[src/rtl/serial_pattern_gen.sv]
// Serial stimulus source: plays a loaded bit pattern LSB first on `a`, one bit per clock,
// with optional looping, early stop and a one-cycle done pulse after a non-looping pass.
module serial_pattern_gen #(
  parameter int W  = 16,
  parameter int LW = 5
) (
  input  logic          clk,
  input  logic          rst,
  input  logic          load,
  input  logic [W-1:0]  pattern,
  input  logic [LW-1:0] len,
  input  logic          start,
  input  logic          loop,
  input  logic          stop,
  output logic          a,
  output logic          a_valid,
  output logic          busy,
  output logic          done,
  output logic [LW-1:0] bit_cnt
);

  localparam int IW = (W > 1) ? $clog2(W) : 1;

  typedef enum logic [1:0] {
    IDLE   = 2'd0,
    LOADED = 2'd1,
    RUN    = 2'd2,
    DONE   = 2'd3
  } state_t;

  state_t        state_reg;
  logic [W-1:0]  pat_reg;
  logic [LW-1:0] len_reg;
  logic          loop_reg;
  logic [LW-1:0] len_clamped;
  logic          load_ok;

  always_comb begin
    len_clamped = (len > LW'(W)) ? LW'(W) : len;
    load_ok     = load && (len != '0);
  end

  // bit_cnt doubles as the index of the next bit to send: it counts bits already
  // emitted, so pat_reg[bit_cnt] is the following one and the pattern is never shifted.
  always_ff @(posedge clk) begin
    if (rst) begin
      state_reg <= IDLE;
      pat_reg   <= '0;
      len_reg   <= '0;
      loop_reg  <= 1'b0;
      a         <= 1'b0;
      a_valid   <= 1'b0;
      busy      <= 1'b0;
      done      <= 1'b0;
      bit_cnt   <= '0;
    end else begin
      done <= 1'b0;
      case (state_reg)
        IDLE, LOADED, DONE: begin
          if (load_ok) begin
            pat_reg   <= pattern;
            len_reg   <= len_clamped;
            state_reg <= LOADED;
          end else if (state_reg == DONE) begin
            state_reg <= LOADED;
          end else if (state_reg == LOADED && start && !load) begin
            state_reg <= RUN;
            loop_reg  <= loop;
            a         <= pat_reg[0];
            a_valid   <= 1'b1;
            busy      <= 1'b1;
            bit_cnt   <= LW'(1);
          end
        end
        RUN: begin
          if (stop) begin
            state_reg <= LOADED;
            a         <= 1'b0;
            a_valid   <= 1'b0;
            busy      <= 1'b0;
            bit_cnt   <= '0;
          end else if (bit_cnt == len_reg) begin
            if (loop_reg) begin
              a       <= pat_reg[0];
              bit_cnt <= LW'(1);
            end else begin
              state_reg <= DONE;
              a         <= 1'b0;
              a_valid   <= 1'b0;
              busy      <= 1'b0;
              done      <= 1'b1;
              bit_cnt   <= '0;
            end
          end else begin
            a       <= pat_reg[bit_cnt[IW-1:0]];
            bit_cnt <= bit_cnt + LW'(1);
          end
        end
        default: state_reg <= IDLE;
      endcase
    end
  end

endmodule

[config.mk]
export PLATFORM = sky130hd
export DESIGN_NAME = serial_pattern_gen
export DESIGN_NICKNAME = d
export VERILOG_FILES = /design/src/rtl/serial_pattern_gen.sv
export SDC_FILE = /design/constraint.sdc
export NUM_CORES = 1
export LEC_CHECK = 0
export BUFFER_PORTS_ARGS = -buffer_cell sky130_fd_sc_hd__buf_2
export CAP_MARGIN = 20
export CORE_AREA = 2 2 62 64
export CTS_CLUSTER_DIAMETER = 80
export DETAILED_ROUTE_END_ITERATION = 8
export DIE_AREA = 0 0 64 66
export GPL_TIMING_DRIVEN = 1
export PLACE_DENSITY = 0.72
export SYNTH_ARGS = -nofsm -noshare
export SYNTH_HDL_FRONTEND = slang
export SYNTH_SLANG_ARGS = --single-unit
[constraint.sdc]
create_clock -name clk -period 1.6 [get_ports clk]
set_input_delay 0.08 -clock clk [delete_from_list [all_inputs] [get_ports clk]]
set_output_delay 0.08 -clock clk [all_outputs]
set_load 0.02 [all_outputs]
==> results.cfg, run 1 <==
[detailed_routing]
viasPerCell = 5.212
ant_nets = 0
drt-pass1-iter-count = 4
routed_wl_mm = 3.595
post-route-drc-count = 0
wl_per_cell_um = 13.17
num_vias = 1423
dr.first_iter.drc_count = 114

[logic_synthesis]
synth_common_cells = dfxtp_1 (32), mux2i_1 (19), nor2_1 (16)
synth_top_flop_cell = dfxtp_1
synthArstFlopShare = 0
synthTopCellsByArea = dfxtp_1 (39%), mux2i_1 (12%), mux4_2 (5.5%)
synth_top_area_frac = 0.3917
yosysMostFrequentCell = dfxtp_1
synth_top_cell_by_area = dfxtp_1
yosysSeqAreaShare = 0.3917
synth_enable_flop_cells = 0
synth.net_count = 193
yosys_register_bits = 32
synth.distinct_cells = 47
syn_inst = 165
netlist_area_um2 = 1635
post_synth.cell_area_avg_um2 = 9.911
yosys_warnings = 0

[sta]
rsz0062_at_grt = false
finalCritPeriodShare = 0.9456
fin_tns_setup_ns = 0
timing.slew.headroom = 0.7349
slew_viol_final = 0
fin_skew_ns = 0.01024
worstMarginPinSlew_ns = 0.3967
setup_viol = 0
hold_violations = 0
timing.final.crit_period_ns = 1.513
fmax_mhz = 660.9

[grt]
grt_overflow_total = 0
use_met1 = 0.2274
grt_pass1_wl_mm = 6.106
grt_busiest_layer = met2
antenna_found_initial = 0
track_usage = 0.1853
met2_usage = 0.3229
grt_max_degree = 24
grt_util_met3 = 0.03578
grt_pass1_vias = 1344

[cts]
root_buffer = clkbuf_4
htree_num_levels = 2
cts-buffers-inserted = 5
clk_pin_slew_worst_paths_ns = 0.10
cts_tree = built
clockBufferDepth = 2
cts_sinks = 32
clock_latency_ns = 0.33

[floorplan]
die-height_um = 66
pin_count = 36
dieArea_um2 = 4224
start_util = 0.4605
rows = 22
die_w_um = 64
core_um2 = 3551

[setup_path]
crit_family = simple AND/OR/NAND/NOR gates
worstSetupStartpointType = flop
crit_path_max_incr_delay_ns = 0.45
critPathSlowestCell = or3b_2
cp.required_ns = 1.86
critPathKind = flop to flop
path_cells = or2b_4 > o211ai_4 > buf_12 > or3b_2 > a21oi_1
endpoint_kind = flop
critPathArrivalTime_ns = 1.78
worstPathMaxFanout = 23
cp.buffers_inverters = 1

[placed_design]
placed_cell_area_um2 = 1864
gp_congestion = 0.7813
numPortBuffers = 35
hpwl_mm = 2.517

[final_layout]
area_growth_pct = 29.46
post-route-util = 0.5962
largest_reg_flops = 16
antenna_cells = 0
nNetsFinal = 252
drive_above_1_share = 0.3067
final_area_um2 = 2117

[status]
status = finished clean

[pwr]
p_per_area_nw_per_um2 = 834.5
cellLeakagePower_nw = 0.8792
vdd_drop_max_mv = 0.5040

[job]
max_cap_viol_count = 0

[worst_hold_path]
hold_path_class = input pin to flop
==> cell type report <==
| cell class | instances | area, um2 |
|---|---|---|
| clock buffer | 5 | 37.54 |
| tap | 48 | 60.06 |
| inverter | 4 | 15.01 |
| timing repair buffer | 63 | 437.9 |
| multi-input combinational | 118 | 878.3 |
| fill | 302 | 1434 |
| clock inverter | 3 | 42.54 |
| sequential | 32 | 645.6 |
==> stage by stage <==
step / total power [W] / setup WS [ns] / hold slack (ns) / std cells
6_report: 0.001767 / 0.08701 / 0.01459 / 273
5_1_grt: 0.001838 / 0.01019 / 0.04507 / 273
4_1_cts: 0.001768 / 0.02690 / 0.01967 / 272
3_5_place_dp: 0.001138 / 0.06772 / 0.3194 / 248
3_3_place_gp: 0.001132 / 0.09208 / 0.3112 / 248
2_1_floorplan: 0.001059 / 0.00008815 / 0.2239 / 165
==> worst register-to-register path: stages, from the launching register on <==
cell and delay [ns]:
dfxtp_1 0.35, or2b_4 0.25, o211ai_4 0.09, buf_12 0.17, or3b_2 0.45, a21oi_1 0.14
==> path summary, 6_finish.rpt <==
kind	cells after the start	to	start	slack [ns]
max reg2reg	5	len_reg[2]	state_reg[1]	0.09
min reg2reg	2	len_reg[0]	len_reg[0]	0.47
max	5	len_reg[2]	state_reg[1]	0.09
min	3	loop_reg	loop	0.01
==> power by group <==
| part | leakage [nW] | switching (W) | internal, W | total (W) |
|---|---|---|---|---|
| registers | 0.263 | 0.0000305 | 0.000836 | 0.000866 |
| clock network | 0.0412 | 0.000289 | 0.000326 | 0.000615 |
| logic | 0.575 | 0.000135 | 0.000151 | 0.000286 |
| total | 0.879 | 0.000455 | 0.00131 | 0.00177 |
==> placed cells by master (no fill, tap or decap), types with 5 or more instances in the layout <==
cell type	netlist	final
dfxtp_1	32	30
nor2_1	16	16
mux2i_1	19	19
nand3_1	5	5
a21oi_1	10	10
buf_2	1	35
clkbuf_4	0	5
xnor2_1	5	5
dlygate4sd3_1	0	16
nand2_1	14	14
buf_4	3	11
==> repair_timing <==
action	in CTS	in global routing
cloned	0	0
gates resized for setup	1	2
setup endpoints to repair	1	5
buffers inserted	0	1
hold buffers	16	0
hold endpoints to repair	16	0
==> cells by family after synthesis <==
family | Yosys count | synth area share
simple gates | 56 | 0.1798
compound gates | 32 | 0.1431
flops | 32 | 0.3917
mux | 24 | 0.1783
buf+inv | 15 | 0.07268
xor+xnor | 5 | 0.02678
fa+ha+maj | 1 | 0.007650
==> metal layers <==
metal  part of all wire  wire (um)  up-vias
li1                   -          -      727
met1               0.45       1605      654
met2               0.50       1807       38
met3              0.038        138        4
met4              0.012         43        0
met5                  0          0        -
No activity file was read; power rests on OpenSTA's default activity.
==> run 2: changes to the inputs <==
BUFFER_PORTS_ARGS = -buffer_cell sky130_fd_sc_hd__buf_4   (was -buffer_cell sky130_fd_sc_hd__buf_2)
GPL_TIMING_DRIVEN = 0   (was 1)
==> results.cfg, run 2 (synthesized netlist as in run 1, its figures left out) <==
[grt]
track_usage = 0.1928
grt_overflow_total = 0
grt_pass1_vias = 1407
antenna_found_initial = 0
grt_max_degree = 11
grt_pass1_wl_mm = 6.265

[setup_path]
critPathKind = flop to flop
path_cells = buf_4 > xnor2_1 > and3_1 > a2111oi_0 > a311o_1
worstPathMaxFanout = 6
timing.rr.start = bit_cnt[3]
endpoint_kind = flop
crit_path_max_incr_delay_ns = 0.45
worstReg2RegEnd = bit_cnt[2]
worstSetupStartpointType = flop
critPathArrivalTime_ns = 1.82
worstSetupStartpoint = bit_cnt[3]
r2r_slack_ns = 0.03
rr_worst_depth = 5
cp.required_ns = 1.85
critPathSlowestCell = a2111oi_0
critPathCapture = bit_cnt[2]

[sta]
setup_viol = 0
fin_skew_ns = 0.01119
hold_violations = 0
whs_ns = 0.006019
rsz0062_at_grt = true
finalCritPeriodShare = 0.9814
timing.final.crit_period_ns = 1.570
worstMarginPinSlew_ns = 0.5404
fmax_mhz = 636.8
slew_viol_final = 0
timing.slew.headroom = 0.6398

[final_layout]
drive_above_1_share = 0.3467
fillerInstances = 287
area_growth_pct = 37.72
final_area_um2 = 2252
antenna_cells = 0
final_cell_mix = buf_4 (42), dfxtp_1 (28), mux2i_1 (19), nor2_1 (16)
nNetsFinal = 253
layout_commonest_cell = buf_4
largest_reg_flops = 16

[placed_design]
numPortBuffers = 34
hpwl_mm = 2.660
placed_cell_area_um2 = 1956
gp_congestion = 0.8310

[detailed_routing]
viasPerCell = 5.366
dr.first_iter.drc_count = 72
wl_per_cell_um = 14.08
routed_wl_mm = 3.845
num_vias = 1465
drt-pass1-iter-count = 4
ant_nets = 0
post-route-drc-count = 0

[status]
status = finished clean

[floorplan]
pin_count = 36
die_w_um = 64
dieArea_um2 = 4224
die-height_um = 66
core_um2 = 3551
rows = 22
start_util = 0.4605

[pwr]
vdd_drop_max_mv = 0.5957
cellLeakagePower_nw = 0.9245
p_per_area_nw_per_um2 = 764.4
total_power_w = 0.001722

[cts]
root_buffer = clkbuf_4
cts_sinks = 32
cts_tree = built
htree_num_levels = 2
clockBufferDepth = 2
clock_latency_ns = 0.32
cts-buffers-inserted = 5
clk_pin_slew_worst_paths_ns = 0.09

[worst_hold_path]
hold_path_class = input pin to flop

[job]
max_cap_viol_count = 0
==> run 2: cell types whose count changed in the layout (fill, tap and decap cells not counted), sizes merged <==
cell and change:
dlygate4sd1 +1, bufinv -1, clkinv -1, clkbuf +5, dlygate4sd3 -3, clkinvlp -1
==> run 2: final cells by class <==
cell class / count / area [um2] / area share
clock buffer: 7 / 65.06 / 0.02889
inverter: 4 / 15.01 / 0.006667
sequential: 32 / 645.6 / 0.2867
timing repair buffer: 53 / 430.4 / 0.1911
tap: 48 / 60.06 / 0.02667
multi-input combinational: 118 / 922.1 / 0.4094
buffer: 11 / 113.9 / 0.05056
==> run 2: repair_timing <==
action / CTS / global route
resized for setup: 6 / 9
pin swaps: 1 / 1
endpoints found under the setup margin: 3 / 7
cloned: 0 / 0
hold endpoints to repair: 13 / 0
hold buffers: 13 / 0
buffers inserted: 1 / 5
==> run 2: how the worst min path moves through the flow <==
| stage | from | endpoint | slack [ns] | depth (start not counted) |
|---|---|---|---|---|
| after global placement | pattern[6] | pat_reg[6] | 0.31 | 3 |
| after floorplan | pattern[0] | pat_reg[0] | 0.22 | 2 |
| after detailed placement | pattern[6] | pat_reg[6] | 0.32 | 3 |
| after global routing | pattern[2] | pat_reg[2] | 0.008 | 3 |
| after CTS | pattern[2] | pat_reg[2] | 0.002 | 3 |
| final | pattern[2] | pat_reg[2] | 0.006 | 3 |
==> run 2: worst max-delay path: cells and delay by family (launching register included) <==
family | cells | cell delay [ns]
flops | 1 | 0.32
buf+inv | 1 | 0.16
simple gates | 1 | 0.24
xor+xnor | 1 | 0.15
compound gates | 2 | 0.64
==> run 2: through the flow <==
stage | TNS, ns | util | cells | worst slack [ns]
after floorplan | 0 | - | 165 | 0.00008815
after global placement | -0.08464 | 0.5507 | 247 | -0.08464
after detailed placement | -0.3196 | 0.5507 | 247 | -0.08526
after CTS | 0 | 0.6166 | 268 | 0.001089
after global routing | -0.09015 | 0.6342 | 273 | -0.06766
final | 0 | 0.6342 | 273 | 0.02969
==> run 2: per-layer routing <==
metal	up-vias	GRT usage	routed length, um
met5	-	0	0
met4	0	0.09783	59
met3	6	0.04429	142
met2	44	0.3333	2012
met1	691	0.2225	1630
li1	724	-	-
==> run 2: report_power, final <==
group	internal, W	switching [W]	leakage (nW)
sequential	0.000836	0.0000264	0.264
combinational	0.000194	0.000156	0.623
clock	0.000249	0.000260	0.0374
